[src/rtl/knights_pkg.sv]
// Shared types and constants for the UART command wrapper.
// Latency: n/a (declarations only).
// Backpressure: n/a (declarations only).
package knights_pkg;

  // Command assembler: waiting for the high byte, then the low byte
  typedef enum logic {
    WAIT_HI = 1'b0,
    WAIT_LO = 1'b1
  } asm_state_t;

  // 19200 baud from a 50 MHz clock
  localparam int BAUD_DIV_DEF     = 2604;
  // Clocks allowed between the high and low command bytes (20 ms at 50 MHz)
  localparam int TIMEOUT_CLKS_DEF = 1000000;
  // Positive acknowledge byte returned to the host
  localparam logic [7:0] POS_ACK  = 8'hA5;

endpackage

[src/rtl/uart_byte_xcvr.sv]
// 8N1 UART bit engines: receiver and transmitter, independent and concurrent.
// Latency: rx_vld pulses in the stop-bit sample cycle; tx_done rises 1 clk after the stop bit ends.
// Backpressure: none on RX (bytes are pulses); trmt is ignored while a TX frame is in progress.
module uart_byte_xcvr
  import knights_pkg::*;
#(
  parameter int BAUD_DIV = BAUD_DIV_DEF
) (
  input  logic       clk,
  input  logic       rst,
  input  logic       RX,
  output logic       TX,
  output logic [7:0] rx_dat,
  output logic       rx_vld,
  output logic       rx_start,
  output logic       rx_busy,
  input  logic [7:0] tx_dat,
  input  logic       trmt,
  output logic       tx_done
);

  localparam int CW = $clog2(BAUD_DIV + 1);
  localparam logic [CW-1:0] HALF = CW'(BAUD_DIV / 2 - 1);
  localparam logic [CW-1:0] FULL = CW'(BAUD_DIV - 1);

  logic          rx_ff1, rx_ff2, rx_prev;
  logic          rx_fall, rx_smp;
  logic [CW-1:0] rx_cnt;
  logic [3:0]    rx_idx;
  logic [7:0]    rx_shift;

  logic [9:0]    tx_shift;
  logic [CW-1:0] tx_cnt;
  logic [3:0]    tx_idx;
  logic          tx_busy, tx_fin;

  // Synchronize RX; preset high so reset never looks like a start bit
  always_ff @(posedge clk or posedge rst) begin
    if (rst) begin
      rx_ff1  <= 1'b1;
      rx_ff2  <= 1'b1;
      rx_prev <= 1'b1;
    end else begin
      rx_ff1  <= RX;
      rx_ff2  <= rx_ff1;
      rx_prev <= rx_ff2;
    end
  end

  assign rx_fall  = rx_prev & ~rx_ff2;
  assign rx_start = rx_fall & ~rx_busy;
  assign rx_smp   = rx_busy && (rx_cnt == '0);
  assign rx_vld   = rx_smp && (rx_idx == 4'd9) && rx_ff2;
  assign rx_dat   = rx_shift;

  // Receive: sample start at mid-bit, then every bit period; a high start sample is a glitch
  always_ff @(posedge clk or posedge rst) begin
    if (rst) begin
      rx_busy  <= 1'b0;
      rx_cnt   <= '0;
      rx_idx   <= '0;
      rx_shift <= '0;
    end else if (rx_start) begin
      rx_busy <= 1'b1;
      rx_cnt  <= HALF;
      rx_idx  <= '0;
    end else if (rx_busy) begin
      if (rx_cnt != '0) begin
        rx_cnt <= rx_cnt - CW'(1);
      end else begin
        rx_cnt <= FULL;
        rx_idx <= rx_idx + 4'd1;
        if (rx_idx == 4'd0) begin
          if (rx_ff2) rx_busy <= 1'b0;
        end else if (rx_idx == 4'd9) begin
          rx_busy <= 1'b0;
        end else begin
          rx_shift <= {rx_ff2, rx_shift[7:1]};
        end
      end
    end
  end

  assign TX = tx_shift[0];

  // Transmit: shift out {stop, data, start} LSB first, one bit per BAUD_DIV clocks
  always_ff @(posedge clk or posedge rst) begin
    if (rst) begin
      tx_shift <= '1;
      tx_cnt   <= '0;
      tx_idx   <= '0;
      tx_busy  <= 1'b0;
      tx_fin   <= 1'b0;
      tx_done  <= 1'b0;
    end else if (trmt && !tx_busy) begin
      tx_shift <= {1'b1, tx_dat, 1'b0};
      tx_cnt   <= FULL;
      tx_idx   <= '0;
      tx_busy  <= 1'b1;
      tx_fin   <= 1'b0;
      tx_done  <= 1'b0;
    end else begin
      tx_fin <= 1'b0;
      if (tx_fin) tx_done <= 1'b1;
      if (tx_busy) begin
        if (tx_cnt != '0) begin
          tx_cnt <= tx_cnt - CW'(1);
        end else begin
          tx_cnt   <= FULL;
          tx_shift <= {1'b1, tx_shift[9:1]};
          if (tx_idx == 4'd9) begin
            tx_busy <= 1'b0;
            tx_fin  <= 1'b1;
          end else begin
            tx_idx <= tx_idx + 4'd1;
          end
        end
      end
    end
  end

endmodule

[src/rtl/uart_cmd_wrapper.sv]
// Assembles two received UART bytes into a 16-bit command and transmits response bytes.
// Latency: cmd_rdy rises 1 clk after the low byte's stop-bit sample; tx_done 10*BAUD_DIV+1 clks after trmt.
// Backpressure: none; a new command overwrites an unconsumed one. Optional define CMD_TIMEOUT_EN adds an inter-byte timeout.
module uart_cmd_wrapper
  import knights_pkg::*;
#(
  parameter int BAUD_DIV     = BAUD_DIV_DEF,
  parameter int TIMEOUT_CLKS = TIMEOUT_CLKS_DEF
) (
  input  logic        clk,
  input  logic        rst,
  input  logic        RX,
  output logic        TX,
  output logic [15:0] cmd,
  output logic        cmd_rdy,
  input  logic        clr_cmd_rdy,
  input  logic [7:0]  resp,
  input  logic        trmt,
  output logic        tx_done
);

  asm_state_t state, state_nxt;
  logic [7:0] rx_dat, hi_byte;
  logic       rx_vld, rx_start, rx_busy;
  logic       ld_hi, ld_cmd, timeout;

  uart_byte_xcvr #(.BAUD_DIV(BAUD_DIV)) u_xcvr (
    .clk      (clk),
    .rst      (rst),
    .RX       (RX),
    .TX       (TX),
    .rx_dat   (rx_dat),
    .rx_vld   (rx_vld),
    .rx_start (rx_start),
    .rx_busy  (rx_busy),
    .tx_dat   (resp),
    .trmt     (trmt),
    .tx_done  (tx_done)
  );

`ifdef CMD_TIMEOUT_EN
  localparam int TW = $clog2(TIMEOUT_CLKS + 1);
  logic [TW-1:0] tmr;

  // Count idle clocks while a low byte is awaited; any receive activity restarts it
  always_ff @(posedge clk or posedge rst) begin
    if (rst) begin
      tmr <= '0;
    end else if (state != WAIT_LO || rx_busy || rx_start) begin
      tmr <= '0;
    end else if (!timeout) begin
      tmr <= tmr + TW'(1);
    end
  end

  assign timeout = (state == WAIT_LO) && !rx_busy && !rx_start && (tmr == TW'(TIMEOUT_CLKS - 1));
`else
  logic timeout_unused;
  assign timeout        = 1'b0;
  assign timeout_unused = (TIMEOUT_CLKS == 0);
`endif

  // Assembler state register
  always_ff @(posedge clk or posedge rst) begin
    if (rst) state <= WAIT_HI;
    else     state <= state_nxt;
  end

  // Assembler next state: accepted bytes alternate high/low; timeout drops a stale high byte
  always_comb begin
    state_nxt = state;
    ld_hi     = 1'b0;
    ld_cmd    = 1'b0;
    case (state)
      WAIT_HI: begin
        if (rx_vld) begin
          ld_hi     = 1'b1;
          state_nxt = WAIT_LO;
        end
      end
      WAIT_LO: begin
        if (rx_vld) begin
          ld_cmd    = 1'b1;
          state_nxt = WAIT_HI;
        end else if (timeout) begin
          state_nxt = WAIT_HI;
        end
      end
      default: state_nxt = WAIT_HI;
    endcase
  end

  // Command and ready flag; setting takes priority over any clear in the same cycle
  always_ff @(posedge clk or posedge rst) begin
    if (rst) begin
      hi_byte <= '0;
      cmd     <= '0;
      cmd_rdy <= 1'b0;
    end else begin
      if (ld_hi) hi_byte <= rx_dat;
      if (ld_cmd) begin
        cmd     <= {hi_byte, rx_dat};
        cmd_rdy <= 1'b1;
      end else if (clr_cmd_rdy || (rx_start && state == WAIT_HI)) begin
        cmd_rdy <= 1'b0;
      end
    end
  end

endmodule

[config.mk]
export PLATFORM = sky130hd
export DESIGN_NAME = uart_cmd_wrapper
export DESIGN_NICKNAME = d
export VERILOG_FILES = /design/src/rtl/knights_pkg.sv /design/src/rtl/uart_byte_xcvr.sv /design/src/rtl/uart_cmd_wrapper.sv
export SDC_FILE = /design/constraint.sdc
export NUM_CORES = 1
export LEC_CHECK = 0
export BUFFER_PORTS_ARGS = -buffer_cell sky130_fd_sc_hd__buf_2
export CORE_ASPECT_RATIO = 0.8
export CORE_MARGIN = 2
export CORE_UTILIZATION = 56
export CTS_BUF_LIST = sky130_fd_sc_hd__clkbuf_2 sky130_fd_sc_hd__clkbuf_4 sky130_fd_sc_hd__clkbuf_8
export DETAILED_ROUTE_END_ITERATION = 8
export GPL_ROUTABILITY_DRIVEN = 0
export HOLD_SLACK_MARGIN = 0.03
export PLACE_DENSITY = 0.86
export SYNTH_ARGS = -nofsm -noshare
export SYNTH_HDL_FRONTEND = slang
export SYNTH_HIERARCHICAL = 1
export SYNTH_SLANG_ARGS = --single-unit
[constraint.sdc]
create_clock -name clk -period 2.3 [get_ports clk]
set_input_delay 0.46 -clock clk [delete_from_list [all_inputs] [get_ports clk]]
set_output_delay 0.46 -clock clk [all_outputs]
set_load 0.1 [all_outputs]
==> results.yml <==
synth:
  netlist_area_mm2: 0.00391
  synth_nets: 366
  synth_flop_cell: "dfrtp_1"
  yosys_warnings: 6
  synth-seq-cells: 82
  synth.distinct_cells: 62
  ys_seq_area_share_pct: 52.9
  synth-edff-count: 0
  async_flop_share_pct: 100
  netlist_instances: 342
  avgSynthCellArea_um2: 11.4
critical_path:
  critPathMaxFanout: 17
  end_kind: "flip-flop"
  max_stage_delay_ns: 0.46
  crit_arrival_ns: 2.45
  rr_worst_depth: 7
  cpMaxStageDelayCell: "dfrtp_1"
  cp_top_family: "simple AND/OR/NAND/NOR gates"
  cp_cell_sequence: "nor4b_4 > nand4_1 > nor2_2 > and4_4 > ha_2 > buf_12 > mux2_2"
  crit_type: "flip-flop to flip-flop"
  worst_ep_required_time_ns: 2.55
  crit_path_start_kind: "flip-flop"
  critPathBufInv: 1
  cp.depth: 7
pwr:
  p_per_area_mw_per_mm2: 892
  peakVddDrop_v: 0.000535
  total_power_mw: 4.00
  p_leak_nw: 2.17
sta:
  layout_setup_ws_ns: 0.0964
  skew_ns: 0.00946
  finalHoldViolations: 0
  tns_ns: 0
  finalCriticalPeriod_ns: 2.20
  fmax_ghz: 0.454
  relSlewSlack_pct: 65.4
  setup_viol: 0
  tightestPinTransition_ns: 0.517
  slew_violations: 0
  min_period_over_period_pct: 95.8
clock_network:
  clock_latency_ns: 0.37
  numCtsBuffers: 9
  htree_levels: 3
  path_clk_slew_ns: 0.09
  hold_buffers: 0
  cts_buffer_depth: 2
  cts_num_sinks: 82
  cts_tree: "built"
  root_buffer: "clkbuf_8"
global_routing:
  grtUsageMet1_pct: 26.9
  grt_pass1_wl_um: 13100
  grt_start_max_net_pins: 57
  grtUsageMet3_pct: 5.90
  groute.usage.overall_pct: 21.7
  met2_usage_pct: 36.5
  grt_overflow_total: 0
  grt_pass1_vias: 2868
  antenna_found_initial: 0
  busiest_layer: "met2"
final_layout:
  fin_area_mm2: 0.00449
  fin_nets: 416
  num_antenna_cells: 0
  drive_above_1_share_pct: 32.5
  area_delta_synth_final_pct: 15.0
drt:
  viasPerCell: 5.84
  drt_iter0_markers: 132
  drt_pre_antenna_iters: 4
  vias: 2826
  drc: 0
  routed_wirelength_um: 8110
  antenna_left: 0
  wl_per_cell_um: 16.8
die:
  chipHeight_um: 78.7
  row_count: 27
  die_area_mm2: 0.00766
  io_pins: 32
  start_util_pct: 57.2
  core-area_mm2: 0.00682
  die_w_um: 97.4
place:
  dpl.hpwl_um: 5620
  pre_cts_ws_ns: -0.00153
  dpl-instance-area_mm2: 0.00423
  numPortBuffers: 31
hold_path:
  hp-class: "input pin to asynchronous set/reset pin"
run:
  max-cap-violations: 0
status:
  status: "finished clean"
[worst paths after layout]
path | startpoint | to | slack, ns
worst max-delay path | u_xcvr/rx_cnt[7] | cmd[14] | 0.1
worst min-delay path | rst | cmd[1] | 0.05
worst max register to register | u_xcvr/rx_cnt[7] | cmd[14] | 0.1
worst min register to register | u_xcvr/rx_ff1 | u_xcvr/rx_ff2 | 0.36
max in group asynchronous | rst | cmd[14] | 1.70
min in group clk | RX | u_xcvr/rx_ff1 | 0.19
[kinds of logic (layout without fill, tap and decap cells)]
group	Yosys count	after routing	synth area share, %
compound gates	70	70	11.4
xor+xnor	4	4	0.897
fa+ha+maj	11	11	3.52
buf+inv	31	86	3.72
flops	82	82	52.9
mux	40	40	12.1
simple gates	104	104	15.4
[layout make-up]
cell class	instances	area, µm²
clock inverters	7	83.8
well taps	87	109
clock buffers	9	124
repair buffers	49	315
fillers	505	2330
multi-input cells	229	1710
flip-flops and latches	82	2070
inverters	21	78.8
[worst register-to-register path: cells and delay by family (launching register included)]
kind,cells,cell delay [ns]
adder cells (fa/ha/maj),1,0.19
buffers and inverters,1,0.17
multiplexers,1,0.37
AND/OR/NAND/NOR,4,0.91
flip-flops,1,0.46
[per-layer routing]
metal,wire (µm),vias to the layer above
met5,0,-
met4,217,0
met3,401,23
met2,3990,86
met1,3500,1379
li1,-,1338
[repair_timing]
item	in CTS	in global routing
pin swaps	0	3
endpoints found under the setup margin	1	34
buffers inserted	0	4
endpoints found under the hold margin	0	0
gates resized for setup	1	6
[per-stage QoR]
stage               hold slack (ns)  utilization (%)  instances
CTS                          0.0431             65.1        480
finish                       0.0459             65.8        484
detailed placement            0.348             62.0        464
global route                 0.0811             65.8        484
floorplan                     0.345                -        342
global placement              0.346             62.0        464
[placed cells by master (no fill, tap or decap), drive strengths merged, types with 5 or more instances in the layout]
cell type  count
nor2          20
dfstp         12
mux2          32
inv           23
buf           49
a21oi         19
ha            11
clkbuf         9
o21ai         23
dfrtp         70
or3            8
mux2i          8
nand2b         6
nand2         24
o31ai          5
nand3         12
nor3           8
[registers in the layout, indices dropped and copies added (netlist names), 4 cells and up]
| name | count |
|---|---|
| cmd | 16 |
| u_xcvr/rx_cnt | 12 |
| u_xcvr/tx_cnt | 12 |
| u_xcvr/tx_shift | 9 |
| hi_byte | 8 |
| u_xcvr/rx_dat | 8 |
| u_xcvr/rx_idx | 4 |
| u_xcvr/tx_idx | 4 |
[power breakdown]
part / total (mW) / switching, mW / internal [mW]
sequential: 2.00 / 0.324 / 1.68
clock: 1.09 / 0.569 / 0.520
combinational: 0.913 / 0.485 / 0.428
[synth_stat cells (all sizes together) (3+ instances only)]
master | n | area (µm²)
dfrtp | 70 | 1750
mux2 | 32 | 394
nand2 | 24 | 90.1
o21ai | 23 | 115
inv | 20 | 75.1
nor2 | 20 | 75.1
a21oi | 19 | 95.1
dfstp | 12 | 315
nand3 | 12 | 60.1
ha | 11 | 138
mux2i | 8 | 80.1
nor3 | 8 | 67.6
or3 | 8 | 56.3
nand2b | 6 | 37.5
buf | 5 | 46.3
clkbuf | 5 | 20.0
o31ai | 5 | 51.3
nor4 | 4 | 25.0
and3 | 3 | 18.8
nand4 | 3 | 18.8
nor2b | 3 | 18.8
o22ai | 3 | 18.8
or4b | 3 | 33.8
No activity file was read; power rests on OpenSTA's default activity.
